$ cat config.mk
export PLATFORM = sky130hd
export DESIGN_NAME = ctrl_time_sched_8
export DESIGN_NICKNAME = d
export VERILOG_FILES = /design/src/rtl/ctrl_time_sched_8_pkg.sv /design/src/rtl/ctrl_time_sched_8_bank.sv /design/src/rtl/ctrl_time_sched_8.sv
export SDC_FILE = /design/constraint.sdc
export NUM_CORES = 1
export LEC_CHECK = 0
export ABC_AREA = 1
export BUFFER_PORTS_ARGS = -buffer_cell sky130_fd_sc_hd__buf_2
export CAP_MARGIN = 20
export CORE_ASPECT_RATIO = 0.8
export CORE_MARGIN = 5
export CORE_UTILIZATION = 51
export DETAILED_ROUTE_END_ITERATION = 10
export PLACE_DENSITY = 0.74
export SLEW_MARGIN = 20
export SYNTH_ARGS = -nofsm -noshare
export SYNTH_HDL_FRONTEND = slang
export SYNTH_SLANG_ARGS = --single-unit
$ cat constraint.sdc
create_clock -name clk -period 2.02 [get_ports clk]
set_clock_uncertainty 0.05 [all_clocks]
set_input_delay 0 -clock clk [delete_from_list [all_inputs] [get_ports clk]]
set_output_delay 0 -clock clk [all_outputs]
set_load 0.05 [all_outputs]
$ cat src/rtl/ctrl_time_sched_8_pkg.sv
// Shared widths and commit-FSM state codes for the switching-time scheduler.
// Latency: n/a (declarations only). Backpressure: n/a.
// Used by ctrl_time_sched_8 and its time bank.
package ctrl_time_sched_8_pkg;

  localparam int CTRL_CW    = 12;
  localparam int CTRL_NEV   = 8;
  localparam int CTRL_IDX_W = 3;

  typedef enum logic {
    ST_IDLE  = 1'b0,
    ST_ARMED = 1'b1
  } sched_st_e;

endpackage

$ cat src/rtl/ctrl_time_sched_8_bank.sv
// Time bank: shadow and active event tables, each slot {value, time}.
// Latency: a write lands in shadow one cycle later; load copies shadow into active one cycle later.
// Backpressure: none; writes are always accepted, and a load copies the shadow as it stood before that cycle's write.
module ctrl_time_sched_8_bank
  import ctrl_time_sched_8_pkg::*;
#(
  parameter int CW  = CTRL_CW,
  parameter int NEV = CTRL_NEV
) (
  input  logic                  clk,
  input  logic                  sta,
  input  logic                  wr_en,
  input  logic [CTRL_IDX_W-1:0] wr_idx,
  input  logic [CW-1:0]         wr_time,
  input  logic                  wr_value,
  input  logic                  load,
  output logic [NEV-1:0][CW:0]  shadow,
  output logic [NEV-1:0][CW:0]  active
);

  logic [NEV-1:0][CW:0] shadow_q, shadow_d;
  logic [NEV-1:0][CW:0] active_q, active_d;

  always_comb begin
    shadow_d = shadow_q;
    if (wr_en) begin
      shadow_d[wr_idx] = {wr_value, wr_time};
    end
    active_d = load ? shadow_q : active_q;
  end

  always_ff @(posedge clk) begin
    if (sta) begin
      shadow_q <= '0;
      active_q <= '0;
    end else begin
      shadow_q <= shadow_d;
      active_q <= active_d;
    end
  end

  assign shadow = shadow_q;
  assign active = active_q;

endmodule

$ cat src/rtl/ctrl_time_sched_8.sv
// Step counter plus double-buffered 8-event table; commits swap in only at a period wrap.
// Latency: all outputs registered, one cycle after their cause. Backpressure: commit while pending is ignored.
// Optional CTRL_TIME_SORT_CHECK_EN: reject unsorted or out-of-range tables at load with a cfg_err pulse.
module ctrl_time_sched_8
  import ctrl_time_sched_8_pkg::*;
#(
  parameter int            CW      = CTRL_CW,
  parameter logic [CW-1:0] PER_RST = '0
) (
  input  logic                  clk,
  input  logic                  sta,
  input  logic [CW-1:0]         period,
  input  logic                  wr_en,
  input  logic [CTRL_IDX_W-1:0] wr_idx,
  input  logic [CW-1:0]         wr_time,
  input  logic                  wr_value,
  input  logic                  commit,
  output logic                  pending,
  output logic                  wrap,
  output logic [CW-1:0]         counter,
  output logic [CW-1:0]         time_1,
  output logic [CW-1:0]         time_2,
  output logic [CW-1:0]         time_3,
  output logic [CW-1:0]         time_4,
  output logic [CW-1:0]         time_5,
  output logic [CW-1:0]         time_6,
  output logic [CW-1:0]         time_7,
  output logic [CW-1:0]         time_8,
  output logic                  value_1,
  output logic                  value_2,
  output logic                  value_3,
  output logic                  value_4,
  output logic                  value_5,
  output logic                  value_6,
  output logic                  value_7,
  output logic                  value_8,
  output logic                  cfg_err
);

  localparam int NEV = CTRL_NEV;

  sched_st_e            state_q, state_d;
  logic [CW-1:0]        cnt_q, cnt_d;
  logic [CW-1:0]        per_q, per_d;
  logic [CW-1:0]        per_sh_q, per_sh_d;
  logic                 wrap_q, wrap_d;
  logic                 last_step, load_req, load;
  logic [NEV-1:0][CW:0] shadow, active;

  assign last_step = (per_q != '0) && (cnt_q == per_q - CW'(1));
  // A frozen counter (period 0) has no boundary to wait for, so any cycle is a boundary.
  assign load_req  = (state_q == ST_ARMED) && ((per_q == '0) || last_step);

`ifdef CTRL_TIME_SORT_CHECK_EN
  logic tbl_good, cfg_err_q, cfg_err_d;

  function automatic logic tbl_ok(input logic [NEV-1:0][CW:0] tbl, input logic [CW-1:0] per);
    logic          ok;
    logic          gap;
    logic [CW-1:0] prev;
    logic [CW-1:0] t;
    ok   = 1'b1;
    gap  = 1'b0;
    prev = '0;
    for (int i = 0; i < NEV; i++) begin
      t = tbl[i][CW-1:0];
      if (t == '0) begin
        gap = 1'b1;
      end else begin
        if (gap || (t <= prev) || (t > per)) ok = 1'b0;
        prev = t;
      end
    end
    return ok;
  endfunction

  assign tbl_good = tbl_ok(shadow, per_sh_q);
  assign load     = load_req && tbl_good;

  always_comb begin
    cfg_err_d = load_req && !tbl_good;
  end

  always_ff @(posedge clk) begin
    if (sta) cfg_err_q <= 1'b0;
    else     cfg_err_q <= cfg_err_d;
  end

  assign cfg_err = cfg_err_q;
`else
  logic unused_shadow;
  assign unused_shadow = ^shadow;
  assign load          = load_req;
  assign cfg_err       = 1'b0;
`endif

  always_ff @(posedge clk) begin
    if (sta) state_q <= ST_IDLE;
    else     state_q <= state_d;
  end

  always_comb begin
    state_d = state_q;
    case (state_q)
      ST_IDLE:  if (commit)   state_d = ST_ARMED;
      ST_ARMED: if (load_req) state_d = ST_IDLE;
      default:                state_d = ST_IDLE;
    endcase
  end

  always_comb begin
    per_sh_d = per_sh_q;
    if ((state_q == ST_IDLE) && commit) per_sh_d = period;
    per_d = load ? per_sh_q : per_q;
    if (per_q == '0) begin
      cnt_d  = '0;
      wrap_d = 1'b0;
    end else if (last_step) begin
      cnt_d  = '0;
      wrap_d = 1'b1;
    end else begin
      cnt_d  = cnt_q + CW'(1);
      wrap_d = 1'b0;
    end
  end

  always_ff @(posedge clk) begin
    if (sta) begin
      cnt_q    <= '0;
      wrap_q   <= 1'b0;
      per_q    <= PER_RST;
      per_sh_q <= '0;
    end else begin
      cnt_q    <= cnt_d;
      wrap_q   <= wrap_d;
      per_q    <= per_d;
      per_sh_q <= per_sh_d;
    end
  end

  ctrl_time_sched_8_bank #(.CW(CW), .NEV(NEV)) u_bank (
    .clk      (clk),
    .sta      (sta),
    .wr_en    (wr_en),
    .wr_idx   (wr_idx),
    .wr_time  (wr_time),
    .wr_value (wr_value),
    .load     (load),
    .shadow   (shadow),
    .active   (active)
  );

  assign pending = (state_q == ST_ARMED);
  assign wrap    = wrap_q;
  assign counter = cnt_q;
  assign time_1  = active[0][CW-1:0];
  assign time_2  = active[1][CW-1:0];
  assign time_3  = active[2][CW-1:0];
  assign time_4  = active[3][CW-1:0];
  assign time_5  = active[4][CW-1:0];
  assign time_6  = active[5][CW-1:0];
  assign time_7  = active[6][CW-1:0];
  assign time_8  = active[7][CW-1:0];
  assign value_1 = active[0][CW];
  assign value_2 = active[1][CW];
  assign value_3 = active[2][CW];
  assign value_4 = active[3][CW];
  assign value_5 = active[4][CW];
  assign value_6 = active[5][CW];
  assign value_7 = active[6][CW];
  assign value_8 = active[7][CW];

endmodule

# After elaboration in Yosys (flattened, before gate mapping)

Index checks and enable logic that the tools add are counted.

Memories: 0
Latch bits: 0
Logic and storage cells: 43
RAM bits: 0
Bits in registers: 246
Input port bits: 32
Bits in read-only memories: 0

Shift operators: 0
Muxes and demuxes: 7
Magnitude comparators: 2
Bitwise operators: 1
Multipliers: 0
Eq/ne operators: 1
Div/mod/pow operators: 0
Reduce and logical (&&, ||, !) cells: 9
Add/sub/neg operators: 2

Operator list:

| kind                                                 | count |
|---|---|
| bitwise mux 104 bit                                  | 1 |
| demux 13 bit (select 3 bit)                          | 1 |
| two-way mux 13 bit                                   | 1 |
| adder 12 x 1 -> 12 bit (second input constant)       | 1 |
| == test 12 bit                                       | 1 |
| logical NOT 12 bit                                   | 1 |
| nonzero test 12 bit                                  | 1 |
| subtractor 12 x 1 -> 12 bit (second input constant)  | 1 |
| logical AND 1 bit                                    | 4 |
| < comparator 3 x 4 -> 1 bit (second input constant)  | 1 |
| >= comparator 3 x 1 -> 1 bit (second input constant) | 1 |
| two-way mux 1 bit                                    | 3 |
| OR reduction 3 bit                                   | 1 |
| one-hot mux 1 bit (2 select lines)                   | 1 |
| OR reduction 2 bit                                   | 1 |
| logical OR 1 bit                                     | 1 |
| inverter 1 bit                                       | 1 |

# Depth between registers and ports, before layout

Gate-level depths: netlist of run 1.

Depth in word-level cells: 7
Mapped depth: 17
Mapped depth without buffers: 15

# Modules after synthesis

Synthesis of run 1 repeated with hierarchy kept, for this count alone.

Cells, all modules: 1356
Area total of the unflattened synthesis: 9648.0 um^2

By module, submodules not included:

| module                 | area an instance (um^2) | cells each | seq. area each (um^2) | times used |
|---|---|---|---|---|
| ctrl_time_sched_8_bank | 7637.3                  | 1044       | 4164.0                | 1 |
| ctrl_time_sched_8      | 2010.7                  | 312        | 760.7                 | 1 |

# Least setup slack after synthesis of run 1

No wires, ideal clock.

Path type: reg-to-reg
From: reg cnt_q[3], in the netlist counter[3]
To: reg u_bank.active_q (netlist bit u_bank.active[54])
Path slack: -0.149 ns
Stages on the path, launching flop included: 16
Path buffers: 3
Data arrival time: 2.003 ns
Required time: 1.853 ns
Cell sequence: dfxtp_1 > clkbuf_2 > xor2_1 > nand2_1 > nand2_1 > nand2_1 > inv_1 > nand2_1 > nor2_1 > nand3_2 > nand2_4 > buf_6 > buf_4 > nand3_1 > nand2_1 > nor2_1

Word-level cells in the longest chain between the ends: 4

Ends and longest elaborated chain:

| what                   | RTL line                     | text |
|---|---|---|
| from (decl)            | ctrl_time_sched_8.sv:43      | `logic [CW-1:0] cnt_q, cnt_d;` |
| from (signal assigned) | ctrl_time_sched_8.sv:134     | `cnt_q <= cnt_d;` |
| == test 12 bit         | ctrl_time_sched_8.sv:50      | `assign last_step = (per_q != '0) && (cnt_q == per_q - CW'(1));` |
| logical AND 1 bit      | ctrl_time_sched_8.sv:50      |  |
| logical OR 1 bit       | ctrl_time_sched_8.sv:52      | `assign load_req = (state_q == ST_ARMED) && ((per_q == '0) \|\| last_step);` |
| logical AND 1 bit      | ctrl_time_sched_8.sv:52      |  |
| to (signal assigned)   | ctrl_time_sched_8_bank.sv:38 | `active_q <= active_d;` |
| to (decl)              | ctrl_time_sched_8_bank.sv:22 | `logic [NEV-1:0][CW:0] active_q, active_d;` |

Every way passes these cells.
A chain may end at the register's enable or synchronous reset.

# Worst setup path in the final report of run 1

From: reg per_q[1]
To: reg u_bank.active_q (netlist bit u_bank.active[42])

Word-level cells in the longest chain between the ends: 5
Elaborated cells between the ends (all ways): 7
Those cells by class: add/sub: 1; eq/ne: 1; reduce/logical: 5

Ends and longest elaborated chain:

| what                        | RTL line                 | text |
|---|---|---|
| from (decl)                 | ctrl_time_sched_8.sv:44  | `logic [CW-1:0] per_q, per_d;` |
| from (signal assigned)      | ctrl_time_sched_8.sv:136 | `per_q <= per_d;` |
| subtractor 12 x 1 -> 12 bit | ctrl_time_sched_8.sv:50  |  |
| == test 12 bit              | ctrl_time_sched_8.sv:50  |  |
| logical AND 1 bit           | ctrl_time_sched_8.sv:50  |  |
| logical OR 1 bit *          | ctrl_time_sched_8.sv:52  |  |
| logical AND 1 bit *         | ctrl_time_sched_8.sv:52  |  |

Every way passes the cells marked *; elsewhere a longest branch is shown, timed or not.

==> results of run 1 <==
==> area by class of cell <==
type                       count  area (um^2)
timing repair buffer         268         2230
fill                        1532         6080
tap                          264          330
sequential                   246         4940
clock inverter                 8          115
multi-input combinational    871         4570
clock buffer                  37          753
inverter                     161          609
==> state kept, by name, summed over array words and instances, names as in the netlist <==
signal	cells
wrap	1
counter	12
per_q	12
u_bank.active	104
u_bank.shadow	104
pending	1
per_sh_q	12
==> per-stage QoR <==
| stage | instances | cell area, um^2 | util [%] |
|---|---|---|---|
| after CTS | 1844 | 13000 | 66.2 |
| after detailed placement | 1734 | 11100 | 56.6 |
| final | 1855 | 13500 | 69.0 |
| after global routing | 1855 | 13500 | 69.0 |
| after global placement | 1734 | 11100 | 56.6 |
| after floorplan | 1373 | 10100 | - |
==> cell families (layout without fill, tap and decap cells) <==
kind of cell	Yosys count	in the layout
compound gates	358	358
fa+ha+maj	3	3
flops	246	246
other cells	1	1
simple gates	492	495
xor+xnor	14	14
buf+inv	259	474
==> worst register-to-register path: stages (launching register included) <==
cell and delay [ns]:
dfxtp_2 0.33, buf_4 0.14, nor2_4 0.11, nand2_1 0.06, nor2_1 0.12, xor2_1 0.25
nand2_1 0.10, nor2_2 0.17, nand3_4 0.13, buf_12 0.18, nand2_8 0.15, clkbuf_16 0.20
a21oi_1 0.07, nor2_1 0.17
==> repair_timing <==
item / CTS / global route
resized for setup: 55 / 96
pin swaps: 29 / 30
cloned: 11 / 8
endpoints found under the hold margin: 133 / 0
hold buffers: 40 / 0
setup buffers: 14 / 7
endpoints found under the setup margin: 117 / 142
==> placed cells by master, fill, tap and decap left out, drive strengths merged <==
cell type / instances
dfxtp: 246
nor3b: 3
nor2: 161
nand2: 187
conb: 1
dlygate4sd3: 40
xor2: 9
clkinv: 5
nor3: 5
bufinv: 3
clkbuf: 44
nor4: 1
inv: 161
nand3: 134
nand3b: 3
a21oi: 236
or2: 1
buf: 221
xnor2: 5
o21ai: 120
o41ai: 1
ha: 3
o211ai: 1
==> path summary, 6_finish.rpt <==
path / startpoint / endpoint / slack, ns / cells after the start
worst max-delay path: per_q[1] / u_bank.active[42] / -0.29 / 13
worst min-delay path: wr_idx[2] / u_bank.shadow[97] / 0.27 / 5
worst max register to register: per_q[1] / u_bank.active[42] / -0.29 / 13
worst min register to register: u_bank.shadow[18] / u_bank.shadow[18] / 0.40 / 2
==> layer usage <==
metal  vias to the layer above  GRT usage [%]
met4                         0           8.52
met3                        70           3.73
met2                       352           39.7
met1                      4477           33.0
met5                         -              0
li1                       4850              -
==> metrics.csv, run 1 <==
metric,value,unit
finalCritPeriodShare,114,%
path_buf_inv,3,
cts_made_buffers,26,
place_congestion,0.858,
yosys_warnings,0,
post-place-ws,-0.256,ns
synth_ff_type,dfxtp_1,
synth_seq_cells,246,
worst-path-max-fanout,17,
drc_errors,0,
cts_tree,done,
die_w,167,um
vias,9749,
nNetsFinal,1609,
path_cells,buf_4 > nor2_4 > nand2_1 > nor2_1 > xor2_1 > nand2_1 > nor2_2 > nand3_4 > buf_12 > nand2_8 > clkbuf_16 > a21oi_1 > nor2_1,
yosysSeqAreaShare,48.9,%
fmax,433,MHz
hold_ws,0.274,ns
insertion_delay,0.52,ns
syn_nets,1408,
ant_nets,0,
met2_length,14.0,mm
wirelength,30.0,mm
relSlewSlack,53.8,%
synth_compound_area_share,17.8,%
setup_ws,-0.291,ns
insertedDiodeCount,0,
grt_pass1_wl,45.6,mm
fp.coreArea,19600,um^2
rsz0062_at_grt,true,
maxCapViolCount,0,
die_h,136,um
routedWlPerCell,16.2,um
htreeDepth,1,
cts_sinks,246,
cts_root_buffer,clkbuf_16,
initial_core_util,51.3,%
synthCells,1373,
cp_slowest_cell,dfxtp_2,
setup.worst_path.start_class,register,
critPathMaxStageDelay,0.33,ns
drt_iter0_markers,817,
design.portCount,151,
hpwl,16.6,mm
cts_max_path_buffers,3,
areaGrowthSynthToFinish,34.5,%
yosysUniqueCellTypes,32,
synthTopCellsByArea,"dfxtp_1 (49%), a21oi_1 (12%), nand2_1 (6.8%)",
arrival,2.69,ns
fin_tns_setup,-21.45,ns
run_status,"finished, violations left",
yosysMostFrequentCell,dfxtp_1,
synthTopCellsByCount,"dfxtp_1 (246), a21oi_1 (236), nand2_1 (182)",
synth_fa_ha_area_share,0.373,%
dieArea,22700,um^2
cp.required,2.39,ns
async_flop_share,0,%
rows,46,
wl_met1,13.0,mm
synthSimpleGateAreaFrac,20.6,%
grt_max_degree,98,
crit_type,reg2reg,
hp-class,in2reg,
worstMarginPinSlew,0.693,ns
synth_top_family_by_area,simple AND/OR/NAND/NOR gates,
met3WireLength,2.00,mm
drtPass1Iterations,5,
track_usage,24.3,%
overflow,0,
setup_viol_count_final,129,
io_buffers,149,
finalWorstPathRequiredPeriod,2.31,ns
topRoutingLayerUsed,met4,
violations,setup timing,
syn-cell-area,10100,um^2
synth_top_cell_area_share,48.9,%
clkTransAtPathRegs,0.06,ns
synth-edff-count,0,
yosysTopAreaCell,dfxtp_1,
timing_hold_violations_final,0,
syn_avg_cell_area,7.34,um^2
muxShareOfSynthArea,0,%
antenna_found_initial,1,
synth-xor-area-share,1.22,%
via_per_inst,5.26,
end_kind,register,
cp_top_family,simple AND/OR/NAND/NOR gates,
slew_viol_final,0,
drive_gt1_share,24.1,%
grt_pass1_vias,8835,
Power of run 1 is left out: the tool's default activity adds up to more than one toggle a clock period on the data nets, which glitch-free logic cannot reach.
==> inputs of run 2 (changes only) <==
GPL_TIMING_DRIVEN = 0   (was unset)
RECOVER_POWER = 100   (was unset)
==> metrics.csv, run 2 (synthesized netlist as in run 1, its figures left out) <==
metric,value,unit
worstHoldStart,wr_idx[2],
fin_tns_setup,-30.15,ns
ant_nets,0,
r2r-end,u_bank.active[78],
grt_pass1_vias,8834,
hold_end,u_bank.shadow[51],
drtPass1Iterations,6,
mostFrequentLayoutCell,dfxtp_1,
vias,10000,
maxCapViolCount,0,
whs_path_depth,7,
drive_gt1_share,17.5,%
overflow,0,
rows,46,
wirelength,31.0,mm
htreeDepth,1,
end_kind,register,
grt_pass1_wl,45.8,mm
nNetsFinal,1643,
io_buffers,149,
r2r_setup_slack,-0.32,ns
design.portCount,151,
dieArea,22700,um^2
post-place-ws,-0.477,ns
critPathMaxStageDelay,0.36,ns
antenna_found_initial,0,
rsz0062_at_grt,true,
finalWorstPathRequiredPeriod,2.34,ns
cts_made_buffers,25,
grt_max_degree,14,
relSlewSlack,47.6,%
hpwl,19.2,mm
slew_viol_final,0,
cp_slowest_cell,dfxtp_4,
fillCellCount,1654,
worst-path-max-fanout,5,
fmax,428,MHz
drc_errors,0,
path_cells,buf_4 > nor2_4 > nand2_1 > nor2_1 > xor2_1 > nand2_1 > nor2_1 > nand3_2 > buf_6 > nand2_8 > buf_16 > buf_12 > buf_16 > nand3_1 > nand2_1 > nor2_1,
rr_startpoint,per_q[1],
setup_viol_count_final,127,
rr_worst_depth,16,
cts_max_path_buffers,3,
place_congestion,0.856,
initial_core_util,51.3,%
track_usage,24.6,%
areaGrowthSynthToFinish,33.3,%
cp.required,2.38,ns
arrival,2.69,ns
insertion_delay,0.51,ns
die_h,136,um
routedWlPerCell,16.4,um
via_per_inst,5.30,
die_w,167,um
worstMarginPinSlew,0.787,ns
violations,setup timing,
hp-class,in2reg,
run_status,"finished, violations left",
clkTransAtPathRegs,0.06,ns
cts_tree,done,
finalCritPeriodShare,116,%
setup_ws,-0.318,ns
setup.worst_path.start_class,register,
mostFrequentLayoutCells,"dfxtp_1 (236), a21oi_1 (197), clkbuf_1 (186)",
drt_iter0_markers,1063,
cts_sinks,246,
fp.coreArea,19600,um^2
cts_root_buffer,clkbuf_16,
crit_type,reg2reg,
timing_hold_violations_final,0,
## run 2: cell count changes in the layout (fill, tap and decap cells not counted), sizes merged
cell	previous run	this run
clkbuf	44	232
diode	0	1
clkinv	5	2
dlygate4sd3	40	27
buf	221	85
inv	161	160
bufinv	3	2
nand2	187	185
## run 2: worst max-delay path by stage
stage / startpoint / slack (ns) / endpoint / depth (start not counted)
floorplan: per_q[1] / -0.02 / u_bank.active[86] / 17
detailed placement: per_q[1] / -0.48 / u_bank.active[53] / 17
finish: per_q[1] / -0.32 / u_bank.active[78] / 16
global placement: pending / -0.45 / u_bank.active[98] / 6
CTS: per_q[1] / -0.29 / u_bank.active[67] / 18
global route: per_q[0] / -0.50 / u_bank.active[78] / 19
## run 2: cell type report
cell class	count	area [um^2]	share of cell area (%)
Sequential cell	246	4940	36.8
Multi-Input combinational cell	869	4670	34.8
Timing Repair Buffer	208	1450	10.8
Clock buffer	39	718	5.35
Buffer	97	638	4.75
Inverter	161	609	4.54
Tap cell	264	330	2.46
Clock inverter	3	65.1	0.485
Antenna cell	1	2.50	0.0186
## run 2: layer usage
| layer | global-route usage (%) | vias to the layer above | wire length (um) | share of wire, % |
|---|---|---|---|---|
| li1 | - | 4924 | - | - |
| met1 | 34.5 | 4573 | 13600 | 44 |
| met2 | 39.4 | 434 | 14000 | 45 |
| met3 | 4.32 | 84 | 2390 | 7.7 |
| met4 | 6.76 | 0 | 1040 | 3.3 |
| met5 | 0 | - | 0 | 0 |
## run 2: timing repair
action                                  in CTS  in global routing
endpoints found under the setup margin     127                129
hold buffers                                27                  0
endpoints found under the hold margin      116                  0
cloned                                       8                 13
gates resized for setup                     82                123
pin swaps                                   35                 59
setup buffers                               12                  1
## run 2: per-stage QoR
stage	cell area, um^2	instances	utilization (%)	hold slack, ns
after floorplan	10100	1373	-	0.129
after global placement	11200	1786	56.9	0.236
after detailed placement	11200	1786	56.9	0.244
after CTS	12800	1874	65.3	0.0669
after global routing	13400	1887	68.4	0.149
final	13400	1888	68.4	0.0737
## run 2: worst max-delay path, delay by kind of cell, from the launching register on
kind	cells	cell delay [ns]
simple gates	10	0.93
buf+inv	5	0.66
flops	1	0.36
xor+xnor	1	0.22
Power of run 2 is left out for the same reason.
==> inputs of run 3 (changes only) <==
GPL_TIMING_DRIVEN = unset   (was 0)
==> metrics.csv, run 3 (synthesized netlist as in run 1, its figures left out) <==
metric,value,unit
run_status,"finished, violations left",
violations,setup timing,
post-place-ws,-0.256,ns
finalWorstPathRequiredPeriod,2.30,ns
initial_core_util,51.3,%
mostFrequentLayoutCell,dfxtp_1,
clkTransAtPathRegs,0.06,ns
slew_viol_final,0,
timing_hold_violations_final,0,
track_usage,24.3,%
die_w,167,um
finalCritPeriodShare,114,%
die_h,136,um
cts_tree,done,
crit_type,reg2reg,
cp_slowest_cell,dfxtp_2,
maxCapViolCount,0,
htreeDepth,1,
rr_worst_depth,13,
cts_made_buffers,26,
r2r_setup_slack,-0.28,ns
setup_ws,-0.282,ns
fmax,434,MHz
worstHoldStart,wr_idx[2],
drtPass1Iterations,5,
io_buffers,149,
worst-path-max-fanout,17,
cts_max_path_buffers,3,
worstMarginPinSlew,0.717,ns
path_cells,buf_4 > nor2_4 > nand2_1 > nor2_1 > xor2_1 > nand2_1 > nor2_2 > nand3_4 > buf_12 > nand2_8 > clkbuf_16 > a21oi_1 > nor2_1,
insertedDiodeCount,0,
critPathMaxStageDelay,0.33,ns
topRoutingLayerUsed,met4,
r2r-end,u_bank.active[42],
cp.required,2.40,ns
hpwl,16.6,mm
fin_util,68.2,%
overflow,0,
grt_max_degree,98,
setup.worst_path.start_class,register,
routedWlPerCell,16.2,um
drt_iter0_markers,815,
rows,46,
rsz0062_at_grt,true,
place_congestion,0.858,
fillCellCount,1599,
drive_gt1_share,16.8,%
end_kind,register,
grt_pass1_vias,8835,
drc_errors,0,
mostFrequentLayoutCells,"dfxtp_1 (234), a21oi_1 (226), nand2_1 (167)",
grt_pass1_wl,45.6,mm
nNetsFinal,1609,
vias,9749,
ant_nets,0,
insertion_delay,0.52,ns
rr_startpoint,per_q[1],
wl_met1,13.2,mm
design.portCount,151,
met3WireLength,1.89,mm
dieArea,22700,um^2
setup_viol_count_final,129,
hold_end,u_bank.shadow[91],
final_area,13400,um^2
wirelength,30.1,mm
areaGrowthSynthToFinish,32.9,%
cts_sinks,246,
met2_length,13.8,mm
hp-class,in2reg,
antenna_found_initial,1,
via_per_inst,5.26,
relSlewSlack,52.2,%
whs_path_depth,5,
postPlaceCellArea,11100,um^2
fp.coreArea,19600,um^2
arrival,2.68,ns
cts_root_buffer,clkbuf_16,
[run 3: cell count changes in the layout (fill, tap and decap cells not counted), moves of 6 or more]
cell,delta
clkbuf_1,-63
buf_1,-9
nor2_1,+7
nand3_2,-10
buf_12,+9
nand2_1,+6
buf_4,+28
a21oi_2,-28
nand3_1,+6
buf_8,-10
a21oi_1,+29
dlygate4sd3_1,+13
nor2_2,-8
[run 3: what timing repair did]
action | 4_1_cts | 5_1_grt
pin swaps | 29 | 30
setup buffers | 14 | 7
hold endpoints to repair | 133 | 0
cloned | 11 | 8
hold buffers | 40 | 0
setup endpoints to repair | 117 | 142
gates resized for setup | 55 | 96
[run 3: metal layers]
layer / vias to the layer above / track usage [%]
met2: 347 / 39.7
met3: 78 / 3.73
li1: 4839 / -
met5: - / 0
met1: 4485 / 33.0
met4: 0 / 8.52
[run 3: worst max-delay path, delay by kind of cell, from the launching register on]
family                 cells  cell delay, ns
buffers and inverters      3            0.52
XOR/XNOR                   1            0.25
AND/OR/NAND/NOR            8            1.00
flip-flops                 1            0.33
AO/OA/AOI/OAI              1            0.06
[run 3: cell type report]
| type | count | area, um^2 | area share [%] |
|---|---|---|---|
| flip-flops and latches | 246 | 4940 | 36.9 |
| multi-input cells | 871 | 4560 | 34.1 |
| repair buffers | 268 | 2080 | 15.5 |
| clock buffers | 37 | 753 | 5.62 |
| inverters | 161 | 609 | 4.55 |
| well taps | 264 | 330 | 2.47 |
| clock inverters | 8 | 115 | 0.860 |
[run 3: worst max path at each step]
stage	from	end
finish	per_q[1]	u_bank.active[42]
global route	per_q[1]	u_bank.active[42]
CTS	per_q[1]	u_bank.active[41]
detailed placement	per_q[1]	u_bank.active[86]
global placement	per_q[1]	u_bank.active[86]
floorplan	per_q[1]	u_bank.active[86]
[run 3: metrics by stage]
step	TNS, ns	cells	hold WS (ns)
6_report	-20.94	1855	0.268
5_1_grt	-38.70	1855	0.354
4_1_cts	-22.17	1844	0.247
3_5_place_dp	-23.15	1734	0.242
3_3_place_gp	-20.96	1734	0.240
2_1_floorplan	-0.463	1373	0.129
Power of run 3 is left out for the same reason.
